$ cat config.mk
export PLATFORM = sky130hd
export DESIGN_NAME = scoreboard_flat
export DESIGN_NICKNAME = d
export VERILOG_FILES = /design/src/rtl/scoreboard_if.sv /design/src/rtl/scoreboard.sv /design/src/flat_wrapper.sv
export SDC_FILE = /design/constraint.sdc
export NUM_CORES = 1
export LEC_CHECK = 0
export CAP_MARGIN = 10
export CORE_ASPECT_RATIO = 1.2
export CORE_MARGIN = 10
export CORE_UTILIZATION = 30
export CTS_BUF_LIST = sky130_fd_sc_hd__clkbuf_8
export CTS_CLUSTER_DIAMETER = 40
export CTS_CLUSTER_SIZE = 8
export DETAILED_ROUTE_END_ITERATION = 16
export HOLD_SLACK_MARGIN = 0.15
export PLACE_DENSITY = 0.48
export SLEW_MARGIN = 10
export SYNTH_ARGS = -nofsm -noshare
export SYNTH_HDL_FRONTEND = slang
export SYNTH_SLANG_ARGS = --single-unit
$ cat constraint.sdc
create_clock -name clk -period 16.1 [get_ports clk]
set_clock_uncertainty 0.15 [all_clocks]
set_input_delay 3.22 -clock clk [delete_from_list [all_inputs] [get_ports clk]]
set_output_delay 3.22 -clock clk [all_outputs]
set_load 0.01 [all_outputs]
$ cat src/rtl/scoreboard_if.sv
// Decode/writeback side of the register-busy scoreboard.
//
// Handshake: an issue is taken at a rising edge when issue_valid, issue_wen
// and issue_ready are all high and issue_rd is nonzero. A writeback is taken
// whenever wb_valid is high with nonzero wb_rd; writeback has no back-pressure.
// issue_ready depends only on issue_wen/issue_rd and the stored counters, never
// on issue_valid, so a driver may hold valid and wait for ready.
interface scoreboard_if;
    logic [4:0] rs1;
    logic [4:0] rs2;
    logic       issue_valid;
    logic       issue_wen;
    logic [4:0] issue_rd;
    logic       issue_ready;
    logic       wb_valid;
    logic [4:0] wb_rd;
    logic       flush;
    logic       bubble1;
    logic       bubble2;
    logic [5:0] n_busy;
    logic       sb_err;

    // Decode / writeback / squash logic drives the requests and reads the hazards.
    modport master (
        output rs1, rs2, issue_valid, issue_wen, issue_rd, wb_valid, wb_rd, flush,
        input  issue_ready, bubble1, bubble2, n_busy, sb_err
    );

    // The scoreboard itself.
    modport slave (
        input  rs1, rs2, issue_valid, issue_wen, issue_rd, wb_valid, wb_rd, flush,
        output issue_ready, bubble1, bubble2, n_busy, sb_err
    );
endinterface

$ cat src/rtl/scoreboard.sv
// Register-busy scoreboard: one saturating pending-write counter per integer
// register, combinational rs1/rs2 hazard lookup, issue gating on saturation,
// registered busy-register count and a sticky underflow error flag.
module scoreboard #(
    parameter int NREG      = 32,
    parameter int CNT_W     = 2,
    parameter bit BYPASS_WB = 1'b1
) (
    input logic         clk,
    input logic         reset,
    scoreboard_if.slave sb
);
    localparam logic [CNT_W-1:0] MAX_PEND = {CNT_W{1'b1}};
    localparam logic [CNT_W-1:0] CNT_ONE  = {{(CNT_W-1){1'b0}}, 1'b1};
    localparam logic [CNT_W-1:0] CNT_ZERO = '0;

    // Entry 0 is kept at zero permanently so x0 never reads as busy.
    logic [CNT_W-1:0] cnt_q [NREG];
    logic [CNT_W-1:0] cnt_d [NREG];
    logic             sb_err_q;
    logic             sb_err_d;
    logic [5:0]       n_busy_q;
    logic [5:0]       n_busy_d;

    logic             issue_ready;
    logic             issue_acc;
    logic             wb_act;
    logic             same_rd;
    logic [CNT_W-1:0] cnt_rs1;
    logic [CNT_W-1:0] cnt_rs2;

    // Issue gating and accepted-event decode.
    always_comb begin
        issue_ready = (sb.issue_rd == 5'd0) | ~sb.issue_wen
                      | (cnt_q[sb.issue_rd] != MAX_PEND);
        issue_acc   = sb.issue_valid & sb.issue_wen & issue_ready & (sb.issue_rd != 5'd0);
        wb_act      = sb.wb_valid & (sb.wb_rd != 5'd0);
        same_rd     = issue_acc & wb_act & (sb.issue_rd == sb.wb_rd);
    end

    // Next counter state, error flag and busy-register count.
    always_comb begin
        cnt_d    = cnt_q;
        sb_err_d = sb_err_q;
        n_busy_d = '0;
        if (sb.flush) begin
            // Squash drops every pending write; same-cycle events are ignored.
            for (int r = 0; r < NREG; r++) begin
                cnt_d[r] = CNT_ZERO;
            end
        end else if (!same_rd) begin
            // An issue and retire to the same rd cancel out, so only act when they differ.
            if (issue_acc) begin
                cnt_d[sb.issue_rd] = cnt_q[sb.issue_rd] + CNT_ONE;
            end
            if (wb_act) begin
                if (cnt_q[sb.wb_rd] != CNT_ZERO) begin
                    cnt_d[sb.wb_rd] = cnt_q[sb.wb_rd] - CNT_ONE;
                end else begin
                    sb_err_d = 1'b1;
                end
            end
        end
        cnt_d[0] = CNT_ZERO;
        for (int r = 1; r < NREG; r++) begin
            n_busy_d = n_busy_d + {5'd0, (cnt_d[r] != CNT_ZERO)};
        end
    end

    // State registers; reset discards all pending writes and the error flag.
    always_ff @(posedge clk or negedge reset) begin
        if (!reset) begin
            for (int r = 0; r < NREG; r++) begin
                cnt_q[r] <= CNT_ZERO;
            end
            sb_err_q <= 1'b0;
            n_busy_q <= '0;
        end else begin
            for (int r = 0; r < NREG; r++) begin
                cnt_q[r] <= cnt_d[r];
            end
            sb_err_q <= sb_err_d;
            n_busy_q <= n_busy_d;
        end
    end

    // Zero-cycle hazard lookup; a retire of the last pending write bypasses the bubble.
    always_comb begin
        cnt_rs1    = cnt_q[sb.rs1];
        cnt_rs2    = cnt_q[sb.rs2];
        sb.bubble1 = (sb.rs1 != 5'd0) & (cnt_rs1 != CNT_ZERO)
                     & ~(BYPASS_WB & sb.wb_valid & (sb.wb_rd == sb.rs1) & (cnt_rs1 == CNT_ONE));
        sb.bubble2 = (sb.rs2 != 5'd0) & (cnt_rs2 != CNT_ZERO)
                     & ~(BYPASS_WB & sb.wb_valid & (sb.wb_rd == sb.rs2) & (cnt_rs2 == CNT_ONE));
    end

    assign sb.issue_ready = issue_ready;
    assign sb.n_busy      = n_busy_q;
    assign sb.sb_err      = sb_err_q;
endmodule

$ cat src/flat_wrapper.sv
// flat-port wrapper written by rule: the top's interface ports become plain ports
module scoreboard_flat 
#(
    parameter int NREG      = 32,
    parameter int CNT_W     = 2,
    parameter bit BYPASS_WB = 1'b1
)
  (clk, reset, sb_rs1, sb_rs2, sb_issue_valid, sb_issue_wen, sb_issue_rd, sb_wb_valid, sb_wb_rd, sb_flush, sb_issue_ready, sb_bubble1, sb_bubble2, sb_n_busy, sb_sb_err);
  scoreboard_if sb_i ();
  input logic clk;
  input logic reset;
  input wire logic [$bits(sb_i.rs1)-1:0] sb_rs1;
  input wire logic [$bits(sb_i.rs2)-1:0] sb_rs2;
  input wire logic [$bits(sb_i.issue_valid)-1:0] sb_issue_valid;
  input wire logic [$bits(sb_i.issue_wen)-1:0] sb_issue_wen;
  input wire logic [$bits(sb_i.issue_rd)-1:0] sb_issue_rd;
  input wire logic [$bits(sb_i.wb_valid)-1:0] sb_wb_valid;
  input wire logic [$bits(sb_i.wb_rd)-1:0] sb_wb_rd;
  input wire logic [$bits(sb_i.flush)-1:0] sb_flush;
  output wire logic [$bits(sb_i.issue_ready)-1:0] sb_issue_ready;
  output wire logic [$bits(sb_i.bubble1)-1:0] sb_bubble1;
  output wire logic [$bits(sb_i.bubble2)-1:0] sb_bubble2;
  output wire logic [$bits(sb_i.n_busy)-1:0] sb_n_busy;
  output wire logic [$bits(sb_i.sb_err)-1:0] sb_sb_err;
  assign sb_i.rs1 = sb_rs1;
  assign sb_i.rs2 = sb_rs2;
  assign sb_i.issue_valid = sb_issue_valid;
  assign sb_i.issue_wen = sb_issue_wen;
  assign sb_i.issue_rd = sb_issue_rd;
  assign sb_i.wb_valid = sb_wb_valid;
  assign sb_i.wb_rd = sb_wb_rd;
  assign sb_i.flush = sb_flush;
  assign sb_issue_ready = sb_i.issue_ready;
  assign sb_bubble1 = sb_i.bubble1;
  assign sb_bubble2 = sb_i.bubble2;
  assign sb_n_busy = sb_i.n_busy;
  assign sb_sb_err = sb_i.sb_err;
  scoreboard #(.NREG(NREG), .CNT_W(CNT_W), .BYPASS_WB(BYPASS_WB)) u_core (.clk(clk), .reset(reset), .sb(sb_i));
endmodule
After elaboration in Yosys (flattened, before gate mapping):

Index checks and enable logic that the tools add are counted.

* flip-flop bits (word level): 69
* input port bits: 26
* output and inout bits: 10
* word-level logic and storage cells: 170

* add/sub/neg operators: 32
* $lt $le $gt $ge: 6
* equal/unequal tests: 6
* mux-type cells: 25
* bitwise logic cells: 26
* reductions and logical operators: 42

Operators by type and width (count)
* 62-bit 2-to-1 mux: 4
* 64-bit 2-to-1 mux: 3
* 6-bit by 1-bit adder with 6-bit output: 29
* 64-bit bitwise mux: 2
* 2-bit nonzero test: 34
* 2-bit binary-select mux with 5-bit select: 4
* 6-bit greater-or-equal comparator, second input constant: 4
* 5-bit inverter with 6-bit output: 4
* 2-bit demux with 5-bit select: 2
* 2-bit 2-to-1 mux: 10
* 5-bit nonzero test: 4
* 5-bit == test: 3
* 1-bit bitwise AND: 14
* 6-bit by 1-bit less-than comparator with 1-bit output, second input constant: 2
* 1-bit inverter: 6
* 5-bit zero test: 1
* 2-bit by 1-bit == test with 1-bit output, second input constant: 2
* 4-bit AND reduction: 1
* 1-bit by 1-bit adder with 2-bit output: 1
* 2-bit by 1-bit adder with 2-bit output, second input constant: 1
* 1-bit logical AND: 2
* 2-bit != test, second input constant: 1
* 1-bit OR: 2
* 2-bit by 1-bit subtractor with 2-bit output, second input constant: 1

Longest topological paths before layout:

Gate-level depths: netlist (run 1).

* word-level depth: 48
* gate-level depth with buffers: 33

Worst setup path before layout (run 1):

OpenSTA, ideal clock, no wires.

* kind: input to register
* start: input port sb_issue_rd[1]
* end: register u_core.n_busy_q[5] (netlist: u_core.sb.n_busy[5])
* setup time: 0.119 ns
* arrival time: 10.818 ns
* required time: 15.831 ns
* slack: 5.013 ns
* stages on the path: 32
* buffers on the path: 6
* cell sequence: buf_4 buf_4 buf_2 mux4_2 mux4_2 mux2_2 ha_1 nor2b_1 buf_1 nand2_1 or4_1 buf_4 buf_6 nand2_1 a21oi_1 o41ai_2 ha_1 inv_1 fa_1 fa_1 fa_1 inv_1 fa_1 fa_1 inv_1 fa_1 inv_1 ha_1 a21o_1 a21oi_1 nor2b_1 o21a_1

* longest elaborated chain between the ends: 47
* elaborated cells between the ends (all ways): 90
* those cells by class: add/sub (31); order compare (2); eq/ne (2); mux (14); bitwise (7); reduce/logical (34)

RTL lines
* from (decl): line flat_wrapper.sv:16 `input wire logic [$bits(sb_i.issue_rd)-1:0] sb_issue_rd;`
* 5-bit inverter with 6-bit output (implied by the code): line scoreboard.sv:35, scoreboard.sv:54
* 2-bit binary-select mux with 5-bit select: line scoreboard.sv:35, scoreboard.sv:54
* 2-bit 2-to-1 mux (implied by the code) (2 in a row): line scoreboard.sv:35, scoreboard.sv:54
* 2-bit != test: line scoreboard.sv:35 `| (cnt_q[sb.issue_rd] != MAX_PEND);`
* 1-bit OR: line scoreboard.sv:35
* 1-bit bitwise AND (2 in a row): line scoreboard.sv:36 `issue_acc = sb.issue_valid & sb.issue_wen & issue_ready & (sb.issue_rd != 5'd0);`
* 64-bit 2-to-1 mux: line scoreboard.sv:53 `if (issue_acc) begin`
* 64-bit 2-to-1 mux: line scoreboard.sv:51 `end else if (!same_rd) begin`
* [3 not listed]
* 62-bit 2-to-1 mux: line scoreboard.sv:56 `if (wb_act) begin`
* 62-bit 2-to-1 mux (*): line scoreboard.sv:51
* 62-bit 2-to-1 mux (*): line scoreboard.sv:46 `if (sb.flush) begin`
* 2-bit nonzero test: line scoreboard.sv:66 `n_busy_d = n_busy_d + {5'd0, (cnt_d[r] != CNT_ZERO)};`
* 1-bit by 1-bit adder with 2-bit output: line scoreboard.sv:66
* 6-bit by 1-bit adder with 6-bit output (28 in a row): line scoreboard.sv:66
* 6-bit by 1-bit adder with 6-bit output (*): line scoreboard.sv:66
* net u_core.n_busy_d[5]: line scoreboard.sv:23 `logic [5:0] n_busy_d;`
* to (signal assigned): line scoreboard.sv:83 `n_busy_q <= n_busy_d;`
* to (decl): line scoreboard.sv:22 `logic [5:0] n_busy_q;`

The timed path passes the listed nets; every way through them passes the cells marked *. The select of a mux whose other input is x is not followed.
A chain may end at the register's enable or synchronous reset.

Worst setup path in the final report (run 1):

* start: input port sb_issue_rd[0]
* end: register u_core.n_busy_q[4] (netlist: u_core.sb.n_busy[4])

The elaborated chain is that of the path after synthesis.

==> reports/results.ini, run 1 <==
[outcome]
outcome=completed

[sta]
fmax_mhz=81.42
relSlewSlack=0.2267
slew_violations=0
hold_slack_ps=314.2
finalHoldViolations=0
fin_tns_setup_ps=0
rsz0062_at_grt=false
setup_viol_count_final=0
setup_ws_ps=3818
post-route-period-util=0.7629
period_needed_ps=12280
worst_pin_slew_ps=1151

[clocking]
cts_tree=built
ctsResizeCount=0
clock-sinks=69
cts-root-buf=clkbuf_8
cts_buffer_depth=2
cts.clk_slew.worst_paths_ps=90
cts_post_setup_buffers_inserted=0
clk-insertion-delay-late_ps=380
cts_buffers=9
holdBufCountCts=0
htreeDepth=3

[logic_synthesis]
syn-num-nets=952
yosys_warnings=0
synthCells=892
synth_edf_count=0
netlist_area_um2=8188
synth_top_cell_by_area=dfrtp_1
synth_area_leaders=dfrtp_1, mux4_2, fa_1, a21oi_1, mux2_2
ys_ff_latch=69
ys_types=78
ys_seq_area_frac=0.2109
ys.flop_type=dfrtp_1
async_flop_share=1.000
avgSynthCellArea_um2=9.179
synth_top_area_frac=0.2109

[job]
maxCapViolations=0

[detailed_routing]
finalWirelength_um=33630
drc=0
postRouteAntennaNets=0
avgViaCountPerCell=6.381
initialDrtViolationCount=852
dr_total_vias=7829
wire_per_inst_um=27.41
drt_pre_antenna_iters=7

[die]
chipWidth_um=170.8
boundaryPins=36
design.die.area_um2=34330
initial_core_util=0.3032
die_h_um=201.0
row_count=66
core-area_um2=27000

[power_and_ir_drop]
peakVddDrop_uv=36.20
power_leakage_nw=3.245
p_per_area_nw_per_um2=51.07
finalPower_uw=454.5

[placement]
gp_congestion=0.9747
hpwlAfterDp_um=24660
io_buffers=35
dp_slack_ps=3441

[setup_path]
slowest_stage=or4_2
cp_common_cell=fa_1
start_kind=input pin
cp-end-kind=register
worst-r2r-cell-count=27
crit_fanout=43
slowest_delay_ps=900
critPathArrivalTime_ps=12410
critPathRequiredTime_ps=16230
crit_type=in2reg

[finish]
syn_to_final_growth_pct=8.710
drive_above_1_share=0.1659
final_net_count=941

[worst_hold_path]
min_path_type=reg2reg
whs_path_depth=1

[global_route]
track_usage=0.1933
antenna_found_initial=1
grt_max_degree=70
grt_pass1_vias=7509
grt_pass1_wl_um=50220
grt.overflow.total=0

## per-stage QoR
stage | cell area [um^2] | std cells | util
6_report | 8901 | 1227 | 0.3296
5_1_grt | 8901 | 1227 | 0.3296
4_1_cts | 8899 | 1226 | 0.3295
3_5_place_dp | 8676 | 1210 | 0.3213
3_3_place_gp | 8676 | 1210 | 0.3213
2_1_floorplan | 8188 | 892 | -
## cell type report
type / instances / area (um^2)
fillers: 2801 / 18100
multi-input cells: 701 / 5871
flip-flops and latches: 69 / 1727
repair buffers: 54 / 480.5
well taps: 340 / 425.4
inverters: 46 / 172.7
clock buffers: 9 / 123.9
clock inverters: 7 / 98.84
diodes: 1 / 2.502
## path summary, 6_finish.rpt
check	start	to	slack, ps
worst max-delay path	sb_issue_rd[0]	u_core.sb.n_busy[4]	3820
worst min-delay path	u_core.sb.sb_err	u_core.sb.sb_err	310
worst min register to register	u_core.sb.sb_err	u_core.sb.sb_err	310
worst max register to register	u_core.cnt_q[7]	u_core.sb.n_busy[4]	6980
max in group asynchronous	reset	u_core.cnt_q[37]	12330
min in group asynchronous	reset	u_core.sb.n_busy[1]	2820
## layout by cell type, fill, tap and decap left out, types with 5 or more instances in the layout
cell type        Yosys  routed
xnor2_1             10      10
nand4_1              6       6
nand3_1             26      26
buf_4               12      20
nor4_1               6       6
inv_1               46      46
o21a_1               5       5
fa_1                23      23
o22ai_1              7       7
o211ai_1            24      24
o21ai_0             36      36
xor2_1               8       8
a21o_1               5       5
nor3_1              28      28
mux2_2              22      22
nor2_1              64      64
ha_1                11      11
and2_1              20      20
dfrtp_1             69      69
mux2i_1             24      24
nor2b_1             15      15
and3_1               9       9
o41ai_1              5       5
nand2b_1             8       8
o31ai_1             15      15
a31oi_1             11      11
clkdlybuf4s50_1      0      32
nand2_1             52      52
mux4_2              57      57
clkbuf_8             0       9
a21oi_1             80      80
a211oi_2             5       5
or3_1                5       5
a211oi_1            28      28
## cells in the mapped netlist (23+ instances only)
library cell / n
mux2i_1: 24
o21ai_0: 36
inv_1: 46
mux4_2: 57
a211oi_1: 28
fa_1: 23
dfrtp_1: 69
o211ai_1: 24
clkbuf_1: 27
buf_2: 24
nand3_1: 26
nor2_1: 64
a21oi_1: 80
nand2_1: 52
nor3_1: 28
## sequential cells by signal, summed over array words and instances (netlist names)
signal,cells
u_core.cnt_q,62
u_core.sb.sb_err,1
u_core.sb.n_busy,6
## per-layer routing
layer | GRT usage | wire length (um) | part of all wire
met1 | 0.2498 | 13270 | 0.39
met2 | 0.3190 | 16090 | 0.48
met3 | 0.02597 | 2909 | 0.087
met4 | 0.07341 | 1353 | 0.040
met5 | 0 | 0 | 0
## critical path, delay by kind of cell
kind                     cells  cell delay (ps)
AO/OA/AOI/OAI                5              660
AND/OR/NAND/NOR              3             1460
XOR/XNOR                     1              120
adder cells (fa/ha/maj)     10             4160
buffers and inverters        7             1430
multiplexers                 3             1340
## kinds of logic after synthesis
| logic type | count (synthesis) | share of synthesized area |
|---|---|---|
| AOI/OAI and AO/OA | 269 | 0.2268 |
| xor gates and xnor gates | 18 | 0.01925 |
| adders and majority gates | 34 | 0.07304 |
| buffers and inverters | 122 | 0.07244 |
| DFF | 69 | 0.2109 |
| muxes | 103 | 0.2164 |
| and+or+nand+nor | 277 | 0.1812 |
## where the power goes
part           internal, mW  total [mW]  switching [mW]
sequential            0.176       0.181         0.00415
clock                0.0880       0.167          0.0791
combinational        0.0390       0.107          0.0678
No activity file was read; power rests on OpenSTA's default activity.
==> inputs of run 2 (changes only) <==
clock period = 12.5 ns   (was 16.1 ns; I/O delays follow)
==> reports/results.ini, run 2 (synthesis results as in run 1) <==
[finish]
final_net_count=948
layout.cells.non_filler=1232
fill_cells=2794
regMostFlops=u_core.cnt_q
final_util=0.3302
drive_above_1_share=0.1693
mostFrequentLayoutCell=a21oi_1
multi_input_area_um2=5871
regArea_um2=1727
syn_to_final_growth_pct=8.894
largest_register_ffs=62
diodes=0
final_cell_mix=a21oi_1, dfrtp_1, nor2_1

[setup_path]
rr_startpoint=u_core.cnt_q[33]
crit_fanout=33
critPathArrivalTime_ps=11440
r2r_slack_ps=3660
critPathRequiredTime_ps=12620
worst-r2r-cell-count=24
startpoint=sb_issue_rd[0]
cp-end-kind=register
start_kind=input pin
crit_type=in2reg
reg2reg_to=u_core.sb.n_busy[5]
endpoint=u_core.sb.n_busy[5]

[worst_hold_path]
holdCritStartpoint=u_core.sb.sb_err
whs_path_depth=1
min_path_type=reg2reg

[sta]
post-route-period-util=0.9059
period_needed_ps=11320
worst_pin_slew_ps=1200
rsz0062_at_grt=false
fmax_mhz=88.31
hold_slack_ps=325.2
relSlewSlack=0.1935
setup_ws_ps=1177
finalHoldViolations=0
fin_tns_setup_ps=0
slew_violations=0
setup_viol_count_final=0

[power_and_ir_drop]
pwr-share-clk=0.337
p_int_uw=378.6
switching_share=0.3264
power_leakage_nw=3.278
p_comb_frac=0.249
p_per_area_nw_per_um2=63.04
net-switching-power_uw=183.5
peakVddDrop_uv=35.41
seq_power_share=0.414

[detailed_routing]
finalWirelength_um=34480
postRouteAntennaNets=0
wire_per_inst_um=27.99
initialDrtViolationCount=937
dr_total_vias=7792
avgViaCountPerCell=6.325
drt_pre_antenna_iters=6
drc=0

[clocking]
cts_buffers=9
clock-sinks=69
clk-insertion-delay-late_ps=390
holdBufCountCts=0
cts.clk_slew.worst_paths_ps=70
htreeDepth=3
ctsResizeCount=0
cts_post_setup_buffers_inserted=0
cts-root-buf=clkbuf_8
cts_buffer_depth=2
cts_tree=built

[die]
design.die.area_um2=34330
boundaryPins=36
chipWidth_um=170.8
initial_core_util=0.3032
die_h_um=201.0
core-area_um2=27000
row_count=66

[global_route]
grtUsageMet3=0.02990
antenna_found_initial=0
use_met2=0.3221
track_usage=0.1990
use_met1=0.2530
grt_max_degree=70
grt_pass1_wl_um=50940
grt_pass1_vias=7647
grt.busiest_layer=met2
grt.overflow.total=0

[placement]
hpwlAfterDp_um=25760
dp_slack_ps=788.7
gp_congestion=0.9950
placed_cells=1217
io_buffers=35

[job]
maxCapViolations=0

[outcome]
outcome=completed

[run 2: changes by cell type in the layout (fill, tap and decap cells not counted), moves of 2 or more]
cell      change
clkbuf_8      +2
inv_1         +3
buf_4         +7
clkinv_4      -2
[run 2: cell type report]
cell class	count	share of cell area
inverter	46	0.01937
sequential	69	0.1937
clock buffer	11	0.01698
clock inverter	4	0.004631
timing repair buffer	61	0.05922
tap	340	0.04771
multi-input combinational	701	0.6584
[run 2: per-stage QoR]
stage                     area (um^2)  power [mW]
final                            8916      0.5621
after global placement           8728      0.3756
after global routing             8916      0.5865
after CTS                        8921      0.5684
after detailed placement         8728      0.3752
after floorplan                  8188      0.3217
[run 2: worst min path at each step]
stage | endpoint | slack, ps
after floorplan | u_core.sb.sb_err | 340
final | u_core.sb.sb_err | 330
after CTS | u_core.sb.sb_err | 330
after global routing | u_core.sb.sb_err | 380
after detailed placement | u_core.sb.sb_err | 300
after global placement | u_core.sb.sb_err | 290
[run 2: power groups by stage]
stage / Combinational [mW] / Sequential [mW] / Clock, mW
floorplan: 0.0862 / 0.236 / 0
global placement: 0.139 / 0.237 / 0
detailed placement: 0.138 / 0.237 / 0
CTS: 0.139 / 0.232 / 0.197
global route: 0.150 / 0.233 / 0.203
finish: 0.140 / 0.233 / 0.190
[run 2: metal layers]
layer / part of all wire / vias up
met5: 0 / -
met4: 0.047 / 0
met3: 0.076 / 87
met2: 0.48 / 426
met1: 0.40 / 3884
li1: - / 3395
[run 2: critical path, stage by stage]
cell and delay, ps:
clkdlybuf4s50_1 460, buf_4 330, mux4_2 570, mux4_2 510, mux2_2 280, ha_1 250, nor2b_1 430, nand2_1 70
or4_2 940, buf_4 370, a211oi_1 310, a21oi_1 120, fa_1 540, fa_1 520, fa_1 520, inv_1 50
fa_1 470, fa_1 540, inv_1 50, fa_1 580, inv_1 60, ha_1 280, a21o_1 170, a21oi_1 230
nor2b_1 80, o21a_1 170
==> inputs of run 3 (changes only) <==
MAX_ROUTING_LAYER = met4   (was default)
==> reports/results.ini, run 3 (synthesis results as in run 1) <==
[outcome]
outcome=completed

[detailed_routing]
dr_total_vias=7771
avgViaCountPerCell=6.303
finalWirelength_um=34640
initialDrtViolationCount=801
postRouteAntennaNets=0
drc=0
wire_per_inst_um=28.10
drt_pre_antenna_iters=5

[sta]
fin_tns_setup_ps=0
rsz0062_at_grt=false
fmax_mhz=87.08
finalHoldViolations=0
worst_pin_slew_ps=1168
slew_violations=0
post-route-period-util=0.9186
period_needed_ps=11480
relSlewSlack=0.2188
setup_viol_count_final=0

[setup_path]
critPathRequiredTime_ps=12620
reg2reg_to=u_core.sb.n_busy[4]
critPathArrivalTime_ps=11610
start_kind=input pin
cp-end-kind=register
cp_common_cell=fa_1
crit_fanout=29
worst-r2r-cell-count=25
rr_startpoint=u_core.cnt_q[33]
slowest_delay_ps=950
slowest_stage=or4_2
crit_type=in2reg
r2r_slack_ps=3510

[global_route]
grt.overflow.total=0
grt_pass1_wl_um=51210
antenna_found_initial=0
track_usage=0.2061
grt_max_degree=70
grt_pass1_vias=7602

[placement]
dpl_cell_area_um2=8728
gp_congestion=0.9922
io_buffers=35
hpwlAfterDp_um=25740

[die]
core-area_um2=27000
row_count=66
initial_core_util=0.3032
chipWidth_um=170.8
die_h_um=201.0
design.die.area_um2=34330
boundaryPins=36

[worst_hold_path]
min_path_type=reg2reg
holdPathEnd=u_core.sb.sb_err
whs_path_depth=1
holdCritStartpoint=u_core.sb.sb_err

[power_and_ir_drop]
peakVddDrop_uv=32.68
p_per_area_nw_per_um2=70.31
finalPower_uw=632.8
power_leakage_nw=3.305

[finish]
regMostFlops=u_core.cnt_q
largest_register_ffs=62
syn_to_final_growth_pct=9.917
final_cell_area_um2=9000
final_net_count=948
diodes=0
drive_above_1_share=0.1725
mostFrequentLayoutCell=a21oi_1
final_cell_mix=a21oi_1, dfrtp_1, nor2_1

[clocking]
cts_tree=built
ctsResizeCount=0
cts.clk_slew.worst_paths_ps=80
holdBufCountCts=0
cts_buffers=9
htreeDepth=3
clock-sinks=69
cts_post_setup_buffers_inserted=0
cts-root-buf=clkbuf_8
clk-insertion-delay-late_ps=390
cts_buffer_depth=2

[job]
maxCapViolations=0

## run 3: area by class of cell
| cell class | count | area, um^2 |
|---|---|---|
| fill | 2827 | 18000 |
| multi-input combinational | 701 | 5871 |
| sequential | 69 | 1727 |
| timing repair buffer | 61 | 533.0 |
| tap | 340 | 425.4 |
| inverter | 46 | 172.7 |
| clock buffer | 10 | 137.6 |
| clock inverter | 6 | 133.9 |
## run 3: how the worst max path moves through the flow
| stage | startpoint | end | slack [ps] |
|---|---|---|---|
| 3_3_place_gp | sb_issue_rd[0] | u_core.sb.n_busy[4] | 760 |
| 5_1_grt | sb_issue_rd[0] | u_core.sb.n_busy[5] | 540 |
| 4_1_cts | sb_issue_rd[0] | u_core.sb.n_busy[4] | 1050 |
| 2_1_floorplan | sb_issue_rd[1] | u_core.sb.n_busy[5] | 2130 |
| 3_5_place_dp | sb_issue_rd[0] | u_core.sb.n_busy[5] | 640 |
| 6_report | sb_issue_rd[0] | u_core.sb.n_busy[4] | 1020 |
## run 3: per-stage QoR
step	hold WS (ps)	cells	setup slack, ps	utilization
after floorplan	343.2	892	2133	-
after global placement	319.7	1217	756.8	0.3232
after detailed placement	308.4	1217	643.7	0.3232
after CTS	334.8	1233	1045	0.3333
after global routing	349.6	1233	536.8	0.3333
final	333.0	1233	1017	0.3333
## run 3: power breakdown
| part | switching, mW | total, mW | internal, mW |
|---|---|---|---|
| clock network | 0.101 | 0.259 | 0.158 |
| logic | 0.0889 | 0.141 | 0.0519 |
| registers | 0.00519 | 0.232 | 0.227 |
| total | 0.195 | 0.633 | 0.437 |
## run 3: worst max-delay path: cells and delay by family
family | cells | cell delay [ps]
XOR/XNOR | 1 | 120
multiplexers | 3 | 1330
adder cells (fa/ha/maj) | 9 | 4010
buffers and inverters | 6 | 1370
AO/OA/AOI/OAI | 5 | 700
AND/OR/NAND/NOR | 3 | 1560
## run 3: metal layers
layer / up-vias / global-route usage / share of wire
li1: 3394 / - / -
met1: 3882 / 0.2565 / 0.39
met2: 420 / 0.3235 / 0.48
met3: 75 / 0.02518 / 0.080
met4: 0 / 0.1014 / 0.048
met5: - / - / 0
